$ cat src/rtl/load_store_unit_pkg.sv
// Shared width codes, FSM encodings and access-legality helper for the
// load/store unit.
package load_store_unit_pkg;

  localparam int BYTE_LANES = 4;

  localparam logic [2:0] LS_B  = 3'b000;
  localparam logic [2:0] LS_H  = 3'b001;
  localparam logic [2:0] LS_W  = 3'b010;
  localparam logic [2:0] LS_BU = 3'b100;
  localparam logic [2:0] LS_HU = 3'b101;

  typedef enum logic [1:0] {
    ST_IDLE = 2'b00,
    ST_REQ  = 2'b01,
    ST_DONE = 2'b10,
    ST_EXC  = 2'b11
  } ls_state_e;

  // True for reserved width codes, unsigned stores and misaligned H/W accesses.
  function automatic logic ls_access_bad(input logic is_store,
                                         input logic [2:0] funct3,
                                         input logic [1:0] offset);
    logic bad;
    case (funct3)
      LS_B:    bad = 1'b0;
      LS_H:    bad = offset[0];
      LS_W:    bad = (offset != 2'b00);
      LS_BU:   bad = is_store;
      LS_HU:   bad = is_store | offset[0];
      default: bad = 1'b1;
    endcase
    return bad;
  endfunction

endpackage

$ cat src/rtl/load_store_unit_ls_align.sv
// Byte-lane steering: replicates store data, builds write strobes and
// extracts/extends the addressed lane of a read word.
module ls_align
  import load_store_unit_pkg::*;
#(
  parameter int OPERAND_LENGTH = 32
) (
  input  logic [2:0]                funct3,
  input  logic [1:0]                offset,
  input  logic [OPERAND_LENGTH-1:0] store_data,
  input  logic [OPERAND_LENGTH-1:0] rdata,
  output logic [OPERAND_LENGTH-1:0] wdata,
  output logic [BYTE_LANES-1:0]     wstrb,
  output logic [OPERAND_LENGTH-1:0] load_data
);

  logic [7:0]  byte_s;
  logic [15:0] half_s;

  // Store side: lane replication and strobe generation.
  always_comb begin
    wdata = store_data;
    wstrb = 4'b0000;
    case (funct3[1:0])
      2'b00: begin
        wdata = {4{store_data[7:0]}};
        wstrb = 4'b0001 << offset;
      end
      2'b01: begin
        wdata = {2{store_data[15:0]}};
        wstrb = 4'b0011 << offset;
      end
      2'b10: begin
        wdata = store_data;
        wstrb = 4'b1111;
      end
      default: begin
        wdata = store_data;
        wstrb = 4'b0000;
      end
    endcase
  end

  // Load side: pick the addressed lane, then extend by width code.
  always_comb begin
    case (offset)
      2'b00:   byte_s = rdata[7:0];
      2'b01:   byte_s = rdata[15:8];
      2'b10:   byte_s = rdata[23:16];
      2'b11:   byte_s = rdata[31:24];
      default: byte_s = 8'h00;
    endcase
    if (offset[1]) begin
      half_s = rdata[31:16];
    end else begin
      half_s = rdata[15:0];
    end
    case (funct3)
      LS_B:    load_data = {{24{byte_s[7]}}, byte_s};
      LS_H:    load_data = {{16{half_s[15]}}, half_s};
      LS_BU:   load_data = {24'h000000, byte_s};
      LS_HU:   load_data = {16'h0000, half_s};
      LS_W:    load_data = rdata;
      default: load_data = rdata;
    endcase
  end

endmodule

$ cat src/rtl/load_store_unit.sv
// Memory stage: single-outstanding RV32I byte/half/word load/store engine
// with registered memory-port and writeback outputs.
module load_store_unit
  import load_store_unit_pkg::*;
#(
  parameter int OPERAND_LENGTH = 32
) (
  input  logic                      clk,
  input  logic                      rst_n,
  input  logic                      ls_start,
  input  logic                      ls_is_store,
  input  logic [2:0]                ls_funct3,
  input  logic [OPERAND_LENGTH-1:0] ls_addr,
  input  logic [OPERAND_LENGTH-1:0] ls_store_data,
  output logic                      mem_req,
  output logic                      mem_we,
  output logic [OPERAND_LENGTH-1:0] mem_addr,
  output logic [OPERAND_LENGTH-1:0] mem_wdata,
  output logic [3:0]                mem_wstrb,
  input  logic                      mem_ready,
  input  logic [OPERAND_LENGTH-1:0] mem_rdata,
  output logic                      ls_busy,
  output logic                      ls_done,
  output logic [OPERAND_LENGTH-1:0] ls_load_data,
  output logic                      ls_exc
);

  ls_state_e                 state_r, state_nxt_s;
  logic [2:0]                funct3_r;
  logic [1:0]                offset_r;
  logic                      bad_s, accept_s;
  logic [2:0]                align_f3_s;
  logic [1:0]                align_off_s;
  logic [OPERAND_LENGTH-1:0] align_wdata_s, align_load_s;
  logic [BYTE_LANES-1:0]     align_wstrb_s;

  assign bad_s = ls_access_bad(ls_is_store, ls_funct3, ls_addr[1:0]);

  // Next-state logic.
  always_comb begin
    state_nxt_s = state_r;
    accept_s    = 1'b0;
    case (state_r)
      ST_IDLE: begin
        if (ls_start) begin
          accept_s = 1'b1;
          if (bad_s) begin
            state_nxt_s = ST_EXC;
          end else begin
            state_nxt_s = ST_REQ;
          end
        end else begin
          state_nxt_s = ST_IDLE;
        end
      end
      ST_REQ: begin
        if (mem_ready) begin
          state_nxt_s = ST_DONE;
        end else begin
          state_nxt_s = ST_REQ;
        end
      end
      ST_DONE: state_nxt_s = ST_IDLE;
      ST_EXC:  state_nxt_s = ST_IDLE;
      default: state_nxt_s = ST_IDLE;
    endcase
  end

  // In IDLE the aligner formats the incoming store; afterwards it decodes
  // the read word using the latched width and offset.
  always_comb begin
    if (state_r == ST_IDLE) begin
      align_f3_s  = ls_funct3;
      align_off_s = ls_addr[1:0];
    end else begin
      align_f3_s  = funct3_r;
      align_off_s = offset_r;
    end
  end

  ls_align #(.OPERAND_LENGTH(OPERAND_LENGTH)) u_align (
    .funct3     (align_f3_s),
    .offset     (align_off_s),
    .store_data (ls_store_data),
    .rdata      (mem_rdata),
    .wdata      (align_wdata_s),
    .wstrb      (align_wstrb_s),
    .load_data  (align_load_s)
  );

  // State register.
  always_ff @(posedge clk or negedge rst_n) begin
    if (!rst_n) begin
      state_r <= ST_IDLE;
    end else begin
      state_r <= state_nxt_s;
    end
  end

  // Registered outputs, all derived from the next state so they line up
  // with the state they describe.
  always_ff @(posedge clk or negedge rst_n) begin
    if (!rst_n) begin
      mem_req      <= 1'b0;
      mem_we       <= 1'b0;
      mem_addr     <= '0;
      mem_wdata    <= '0;
      mem_wstrb    <= 4'b0000;
      ls_busy      <= 1'b0;
      ls_done      <= 1'b0;
      ls_exc       <= 1'b0;
      ls_load_data <= '0;
      funct3_r     <= 3'b000;
      offset_r     <= 2'b00;
    end else begin
      mem_req <= (state_nxt_s == ST_REQ);
      ls_busy <= (state_nxt_s != ST_IDLE);
      ls_done <= (state_nxt_s == ST_DONE) || (state_nxt_s == ST_EXC);
      ls_exc  <= (state_nxt_s == ST_EXC);
      if (accept_s && !bad_s) begin
        funct3_r  <= ls_funct3;
        offset_r  <= ls_addr[1:0];
        mem_addr  <= {ls_addr[OPERAND_LENGTH-1:2], 2'b00};
        mem_we    <= ls_is_store;
        mem_wdata <= align_wdata_s;
        mem_wstrb <= ls_is_store ? align_wstrb_s : 4'b0000;
      end
      if ((state_r == ST_REQ) && mem_ready && !mem_we) begin
        ls_load_data <= align_load_s;
      end
    end
  end

endmodule
$ cat config.mk
export PLATFORM = sky130hd
export DESIGN_NAME = load_store_unit
export DESIGN_NICKNAME = d
export VERILOG_FILES = /design/src/rtl/load_store_unit_pkg.sv /design/src/rtl/load_store_unit_ls_align.sv /design/src/rtl/load_store_unit.sv
export SDC_FILE = /design/constraint.sdc
export NUM_CORES = 1
export LEC_CHECK = 0
export ABC_AREA = 1
export BUFFER_PORTS_ARGS = -buffer_cell sky130_fd_sc_hd__buf_4
export CORE_MARGIN = 2
export CORE_UTILIZATION = 44
export CTS_CLUSTER_DIAMETER = 120
export DETAILED_ROUTE_END_ITERATION = 6
export HOLD_SLACK_MARGIN = 0.12
export PLACE_DENSITY = 0.76
export SLEW_MARGIN = 20
export SYNTH_ARGS = -nofsm -noshare
export SYNTH_HDL_FRONTEND = slang
export SYNTH_SLANG_ARGS = --single-unit
$ cat constraint.sdc
create_clock -name clk -period 1.8 [get_ports clk]
set_clock_uncertainty 0.1 [all_clocks]
set_input_delay 0 -clock clk [delete_from_list [all_inputs] [get_ports clk]]
set_output_delay 0 -clock clk [all_outputs]
set_load 0.05 [all_outputs]
# After elaboration in Yosys (flattened, before gate mapping)
# Cells that the tools add are included.
[op_classes] add_sub_neg=0 multipliers=0 div=0 n_lt_le_gt_ge=0 eq_ne=18 shifts=2 n_mux=15 bitwise_logic=1 reduce_logical=14
[ops] operator="32-bit case mux with 4 select lines" count=1
[ops] operator="32-bit case mux with 2 select lines" count=1
[ops] operator="8-bit case mux with 4 select lines" count=1
[ops] operator="16-bit 2-to-1 mux" count=1
[ops] operator="2-bit equality test, second input constant" count=7
[ops] operator="3-bit equality test, second input constant" count=4
[ops] operator="4-bit case mux with 3 select lines" count=1
[ops] operator="2-bit by 1-bit equality test with 1-bit output, second input constant" count=4
[ops] operator="2-bit 2-to-1 mux" count=4
[ops] operator="3-bit by 1-bit equality test with 1-bit output, second input constant" count=2
[ops] operator="2-bit logical NOT" count=3
[ops] operator="3-bit logical NOT" count=2
[ops] operator="2-bit case mux with 3 select lines" count=1
[ops] operator="1-bit case mux with 5 select lines" count=1
[ops] operator="4-bit 2-to-1 mux" count=1
[ops] operator="2-bit nonzero test" count=2
[ops] operator="1-bit by 2-bit << shifter with 4-bit output, first input constant" count=1
[ops] operator="2-bit by 2-bit << shifter with 4-bit output, first input constant" count=1
[ops] operator="3-bit by 2-bit equality test with 1-bit output, second input constant" count=1
[ops] operator="1-bit logical AND" count=3
[ops] operator="3-bit 2-to-1 mux" count=1
[ops] operator="1-bit logical NOT" count=2
[ops] operator="1-bit 2-to-1 mux" count=2
[ops] operator="2-bit OR reduction" count=1
[ops] operator="other kinds (2)" count=2
[word_totals] ff_bits=110 latch_bits=0 ram_bits=0 mem_bits_ro=0 output_inout_bits=105 memories=0

# Logic depth before layout (Yosys ltp)
# Gate-level depths: netlist (run 1).
[depth] depth_word=7 mapped_depth=13

# By module
# Synthesis (run 1) repeated with hierarchy kept, for this count alone.
[unflattened] cells_unflattened=734 hier_area_um2=6421.2
[by_module_without_submodules] module="load_store_unit" instances=1 cells_per_inst=497 area_per_inst_um2=5258.8 seq_area_each_um2=2727.6
[by_module_without_submodules] module="ls_align" instances=1 cells_per_inst=237 area_per_inst_um2=1162.4 seq_area_each_um2=0.0

# Worst setup path before layout (run 1)
# No wires, ideal clock.
[synth_path] path_kind="register -> register" from="register state_r[0]" to="register ls_load_data[0]" setup_ps=118 arrival_ps=1522 required_ps=1582 path_slack_ps=61 path_stages_with_launch=11 n_path_buf=2 period_less_slack_ps=1739 cell_sequence="dfrtp_1 > nor2_4 > nand2_1 > nand2_2 > buf_4 > buf_6 > o21ai_1 > o21ai_0 > nand2_1 > nand2_1 > nand2_1"
[synth_between] elab_chain_len=5
[synth_rtl] item="start, declared" line="load_store_unit.sv:28" rtl="ls_state_e state_r, state_nxt_s;"
[synth_rtl] item="start signal, assigned" line="load_store_unit.sv:96" rtl="state_r <= state_nxt_s;"
[synth_rtl] item="2-bit logical NOT" line="load_store_unit.sv:72" rtl="if (state_r == ST_IDLE) begin"
[synth_rtl] item="2-bit 2-to-1 mux" line="load_store_unit.sv:72"
[synth_rtl] item="2-bit equality test (tied with other cells)" line="load_store_unit_ls_align.sv:46" rtl="case (offset)"
[synth_rtl] item="8-bit case mux with 4 select lines" line="load_store_unit_ls_align.sv:46"
[synth_rtl] item="32-bit case mux with 4 select lines" line="load_store_unit_ls_align.sv:58" rtl="case (funct3)"
[synth_rtl] item="end signal, assigned" line="load_store_unit.sv:129" rtl="ls_load_data <= align_load_s;"
[synth_rtl] item="end, declared" line="load_store_unit.sv:24" rtl="output logic [OPERAND_LENGTH-1:0] ls_load_data,"
# Several ways; a longest one is shown, not always the timed one.
# A chain may end at the register's enable or synchronous reset.

# Worst setup path after layout (run 1)
[layout_path] from="register state_r[1]" to="register ls_load_data[30]"
# Same word-level chain as after synthesis.

==> results.toml, run 1 <==
[critical_path]
r2r_start = "state_r[1]$_DFF_PN0_"
crit_path_start_kind = "register"
crit_arrival_ns = 2.05
r2r_slack_ns = -0.10
critical_path_required_ns = 1.95
critical_path_class = "reg -> reg"
crit_path_max_fanout = 12
critPathCaptureType = "register"
r2r_cells = 12
r2r-end = "ls_load_data[30]$_DFFE_PN0P_"

[power]
p_clk_share_pct = 10.8
internal-power_mw = 8.53
switching_power_mw = 9.60
seqPwrFrac_pct = 24.2
power_mw = 18.1
switching_share_pct = 52.9
p_leak_nw = 4.73
vdd_drop_max_mv = 1.09
powerDensity_nw_per_um2 = 2050
p_comb_share_pct = 65.0

[timing]
tns_ns = -2.30
rsz0062_at_grt = "yes"
final-max-slew-violation-count = 0
max_freq_mhz = 525
maxSlewHeadroom_pct = 58.8
finalSetupViolations = 44
fin_crit_ns = 1.90
tightest_slew_ns = 0.618
setup_ws_ns = -0.105
finalHoldViolCount = 0
fin_crit_sh_pct = 106

[placed_design]
place_inst = 1049
io_buffer_count = 206
place.gp.congestion = 0.874
dp_hpwl_um = 10900

[synthesis]
yosys.area_share.simple_pct = 28.6
synth_seq_cells = 110
synth-xor-area-share_pct = 0
synth_area_leader_cell = "dfrtp_1"
yosysMostFrequentCell = "nand2_1"
syn_area_sq_um = 5360
synth_top_family_by_area = "simple AND/OR/NAND/NOR gates"
synth_commonest_cells = "nand2_1, dfrtp_1, inv_1"
synth_compound_area_share_pct = 11.4
synth_top_cell_area_share_pct = 51.4
postSynthAreaPerCell_sq_um = 7.59
synth_cell_types = 28
synth_edf_count = 0
ys_warn_count = 0
synth_seq_area_share_pct = 51.4
synthTopCellsByArea = "dfrtp_1, nand2_1, o21ai_0"
synth_cells = 706
synth_mux_area_share_pct = 0
async_reset_ff_share_pct = 100
synth_ff_type = "dfrtp_1"
synth_adder_area_share_pct = 0

[die]
die_w_um = 114
die_area_sq_um = 13100
die_h_um = 114
initial_core_util_pct = 44.8
core-area_sq_um = 12000
io_pins = 209
num_rows = 40

[clock_tree]
clock_sinks = 110
cts_made_buffers = 9
clk_latency_ns = 0.35
h-tree-depth = 3
cts_tree = "built"
clk_path_buf_depth = 2
root_buffer = "clkbuf_16"
clk_pin_slew_worst_paths_ns = 0.07

[global_routing]
grt.total_usage_pct = 28.2
grt-ovfl-total = 0
grt_pass1_wl_um = 28700
grt_pass1_vias = 5840
grt_max_degree = 111
antenna_found_initial = 1

[drt]
dr.pass1.iters = 7
vias = 5992
first_iter_violations = 460
drt-total-wl_um = 19000
ant_nets = 0
drc = 20
avgRoutedWirePerCell_um = 16.1
vias_per_cell = 5.07

[final_layout]
area_growth_pct = 65.2
num-fill-cells = 848
final_nets = 1134
drive_above_1_share_pct = 30.2
finalNonFillerCells = 1182

[run]
cap_violations = 0

[outcome]
violations = "design-rule violations, negative setup slack"
status = "finished, violations left"

[hold_path]
hp-class = "in -> async"
## logic make-up after synthesis
group                  Yosys count
other                            1
DFF                            110
AOI/OAI and AO/OA              106
and+or+nand+nor                375
buffers and inverters          114
## sequential cells by signal, indices dropped and copies added, names as in the netlist
signal and count:
ls_busy 1, mem_wdata 32, funct3_r 3, mem_req 1, ls_exc 1, mem_wstrb 4
ls_load_data 32, mem_we 1, offset_r 2, mem_addr 30, state_r 2, ls_done 1
## power by group through the flow
stage | clock network (mW) | registers, mW | logic [mW]
final | 1.96 | 4.40 | 11.8
after global routing | 2.08 | 4.54 | 12.6
after CTS | 1.97 | 4.35 | 11.0
after detailed placement | 0 | 4.36 | 10.7
after global placement | 0 | 4.36 | 10.6
after floorplan | 0 | 8.19 | 3.37
## cell usage in the layout, fill, tap and decap left out, types with 2 or more instances in the layout
cell | synthesis | final
a21oi_1 | 14 | 14
a31oi_1 | 16 | 16
a41oi_1 | 8 | 7
buf_12 | 0 | 9
buf_16 | 0 | 2
buf_4 | 3 | 228
buf_6 | 1 | 2
clkbuf_16 | 0 | 12
clkbuf_8 | 0 | 2
conb_1 | 1 | 2
dfrtp_1 | 110 | 109
dlygate4sd3_1 | 0 | 104
inv_1 | 73 | 73
inv_2 | 4 | 4
nand2_1 | 286 | 277
nand2_2 | 4 | 11
nand2_4 | 0 | 2
nand3_1 | 30 | 30
nor2_1 | 32 | 29
nor2_2 | 1 | 3
nor2_4 | 1 | 2
o21ai_0 | 60 | 54
o21ai_1 | 3 | 4
o21ai_2 | 2 | 6
o21ai_4 | 1 | 2
or2_2 | 16 | 16
## routing by layer
metal  routed length [um]  GRT usage [%]  up-vias
met3                 1300           6.09       62
met1                 7520           34.2     2766
met2                 9420           47.5      312
met4                  766           14.1        0
li1                     -              -     2852
met5                    0              0        -
## worst max-delay path by stage
stage          depth (start not counted)                 start                           end  slack (ns)
2_1_floorplan                         10  state_r[0]$_DFF_PN0_   ls_load_data[0]$_DFFE_PN0P_        0.06
3_3_place_gp                          11  state_r[0]$_DFF_PN0_   ls_load_data[4]$_DFFE_PN0P_       -0.06
3_5_place_dp                           8  state_r[0]$_DFF_PN0_     mem_wdata[24]$_DFFE_PN0P_       -0.13
4_1_cts                               12  state_r[0]$_DFF_PN0_  ls_load_data[15]$_DFFE_PN0P_       -0.01
5_1_grt                               10  state_r[1]$_DFF_PN0_  ls_load_data[30]$_DFFE_PN0P_       -0.20
6_report                              12  state_r[1]$_DFF_PN0_  ls_load_data[30]$_DFFE_PN0P_       -0.10
## cell type report
type                    count  area [sq um]  share of cell area, %
clock inverters             4          30.0                  0.339
clock buffers              11           253                   2.86
multi-input cells         483          2240                   25.4
repair buffers            349          3090                   35.0
diodes                      1          2.50                 0.0283
well taps                 147           184                   2.08
flip-flops and latches    110          2750                   31.1
inverters                  77           289                   3.27
## through the flow
stage | setup slack, ns | util, % | hold slack, ns | instance area [sq um]
after CTS | -0.0106 | 71.9 | 0.214 | 8600
after floorplan | 0.0608 | - | -0.396 | 5360
final | -0.105 | 74.0 | 0.151 | 8850
after global placement | -0.0620 | 60.4 | 0.0271 | 7220
after detailed placement | -0.132 | 60.4 | 0.0364 | 7220
after global routing | -0.197 | 74.0 | 0.224 | 8850
## worst max-delay path, cell delays in order (launching register included)
cell and delay, ns:
dfrtp_1 0.45, inv_2 0.13, nand2_4 0.09, nand2_2 0.08, nand2_4 0.08, buf_4 0.16, nor2_2 0.15, nand2_2 0.09
nand3_4 0.12, buf_12 0.14, nand3_1 0.10, nand2_1 0.07, inv_1 0.04
## timing repair
item / in CTS / in global routing
hold buffers: 104 / 0
cloned: 0 / 3
endpoints found under the hold margin: 220 / 0
endpoints found under the setup margin: 51 / 90
setup buffers: 3 / 7
pin swaps: 3 / 5
gates resized for setup: 9 / 35
No activity file was read; power rests on OpenSTA's default activity.
==> run 2: changes to the inputs <==
- CORE_UTILIZATION: 44 -> 49
- PLACE_DENSITY: 0.76 -> 0.8
- clock period: 1.8 -> 1.9 ns (I/O delays scaled with it)
==> results.toml, run 2 (synthesis results as in run 1) <==
[drt]
wl_met1_um = 7160
dr.pass1.iters = 5
top_layer_used = "met4"
avgRoutedWirePerCell_um = 16.2
first_iter_violations = 513
dr_wl_met3_um = 1470
ant_nets = 0
drc = 0
vias = 6137
drt-total-wl_um = 19100
vias_per_cell = 5.20
wl_met2_um = 9640

[clock_tree]
h-tree-depth = 3
clk_path_buf_depth = 2
cts_made_buffers = 9
clk_latency_ns = 0.37
clk_pin_slew_worst_paths_ns = 0.11
root_buffer = "clkbuf_8"
cts_tree = "built"
clock_sinks = 110

[final_layout]
fin_area_sq_um = 8850
final_util_pct = 82.3
reg_top3 = "ls_load_data: 32 flops, mem_wdata: 32 flops, mem_addr: 30 flops"
area_growth_pct = 65.1
final_nets = 1140
diodes = 0
final_cell_mix = "nand2_1, buf_4, dfrtp_1, dlygate4sd3_1, inv_1"
drive_above_1_share_pct = 31.8
layout_commonest_cell = "nand2_1"

[outcome]
violations = "negative setup slack"
status = "finished, violations left"

[power]
p_leak_nw = 4.71
vdd_drop_max_mv = 1.59
power_mw = 17.0
powerDensity_nw_per_um2 = 1930
p_comb_share_pct = 66.8
seqPwrFrac_pct = 24.5
switching_share_pct = 54.2
internal-power_mw = 7.81
switching_power_mw = 9.23
p_clk_share_pct = 8.7

[critical_path]
critical_path_required_ns = 2.08
crit_path_max_fanout = 7
crit_path_start_kind = "register"
cp_common_cell = "nand2_1"
critical-path-max-stage-delay_ns = 0.44
critical_path_class = "reg -> reg"
crit_buf_inv = 2
critPathCaptureType = "register"
crit_arrival_ns = 2.14
critPathSlowestCell = "dfrtp_1"
cp_cell_sequence = "inv_2 > nand2_2 > o21ai_2 > buf_4 > o21ai_1 > o21ai_0 > nand2_1 > nand2_1 > nand2_1"
cp_top_family = "compound AO/OA/AOI/OAI gates"

[die]
initial_core_util_pct = 49.9
die_area_sq_um = 11800
core-area_sq_um = 10700
die_h_um = 109
die_w_um = 109
io_pins = 209
num_rows = 38

[timing]
hold_ws_ns = 0.267
final-max-slew-violation-count = 0
tightest_slew_ns = 0.618
setup_ws_ns = -0.0653
rsz0062_at_grt = "yes"
finalHoldViolCount = 0
finalSetupViolations = 17
max_freq_mhz = 509
fin_crit_ns = 1.97
maxSlewHeadroom_pct = 58.7
fin_crit_sh_pct = 103

[global_routing]
grt_pass1_vias = 5938
antenna_found_initial = 0
grt_max_degree = 43
grt_pass1_wl_um = 28900
grt-ovfl-total = 0
grt.total_usage_pct = 31.6

[placed_design]
dpl-instance-area_sq_um = 7220
place_ws_ns = -0.0421
io_buffer_count = 206
place.gp.congestion = 0.935
dp_hpwl_um = 11100

[run]
cap_violations = 0

[hold_path]
hp-class = "in -> reg"
## run 2: cell type report
cell class / count / area, sq um
clock buffer: 10 / 128
clock inverter: 6 / 75.1
fill: 645 / 1900
inverter: 77 / 292
multi-input combinational: 485 / 2350
sequential: 110 / 2750
tap: 140 / 175
timing repair buffer: 353 / 3080
## run 2: power groups by stage
| stage | Sequential (mW) | Clock [mW] | Combinational, mW |
|---|---|---|---|
| 3_5_place_dp | 4.13 | 0 | 10.1 |
| 6_report | 4.18 | 1.49 | 11.4 |
| 2_1_floorplan | 7.76 | 0 | 3.19 |
| 5_1_grt | 4.31 | 1.61 | 12.1 |
| 4_1_cts | 4.12 | 1.51 | 10.3 |
| 3_3_place_gp | 4.13 | 0 | 9.96 |
## run 2: layer usage
layer / GRT usage [%] / up-vias
met2: 53.8 / 340
met5: 0 / -
li1: - / 2864
met1: 38.5 / 2857
met4: 15.3 / 0
met3: 5.97 / 76
## run 2: worst paths after layout
path                                          startpoint                           end  slack, ns  cells after the start
worst max-delay path                state_r[1]$_DFF_PN0_   ls_load_data[5]$_DFFE_PN0P_      -0.07                      9
worst min-delay path                         ls_addr[26]      mem_addr[26]$_DFFE_PN0P_       0.27                      4
worst max register to register      state_r[1]$_DFF_PN0_   ls_load_data[5]$_DFFE_PN0P_      -0.07                      9
worst min register to register  mem_addr[13]$_DFFE_PN0P_      mem_addr[13]$_DFFE_PN0P_       0.38                      2
max in group asynchronous                          rst_n  ls_load_data[24]$_DFFE_PN0P_       0.82                      4
min in group asynchronous                          rst_n      mem_addr[29]$_DFFE_PN0P_       0.60                      4
## run 2: per-stage QoR
| stage | cells | setup TNS, ns |
|---|---|---|
| after floorplan | 707 | 0 |
| after global placement | 1045 | 0 |
| after detailed placement | 1045 | -0.627 |
| after CTS | 1169 | 0 |
| after global routing | 1181 | -2.86 |
| final | 1181 | -0.342 |
## run 2: worst reg2reg max path, stage by stage (launching register included)
cell and delay, ns:
dfrtp_1 0.44, inv_2 0.10, nand2_2 0.11, o21ai_2 0.25, buf_4 0.20, o21ai_1 0.14
o21ai_0 0.30, nand2_1 0.09, nand2_1 0.09, nand2_1 0.05
## run 2: timing repair
item | 4_1_cts | 5_1_grt
gates cloned | 0 | 3
gates resized for setup | 2 | 56
hold buffers | 108 | 0
buffers inserted | 0 | 10
pin swaps | 0 | 7
setup endpoints to repair | 29 | 50
hold endpoints to repair | 220 | 0
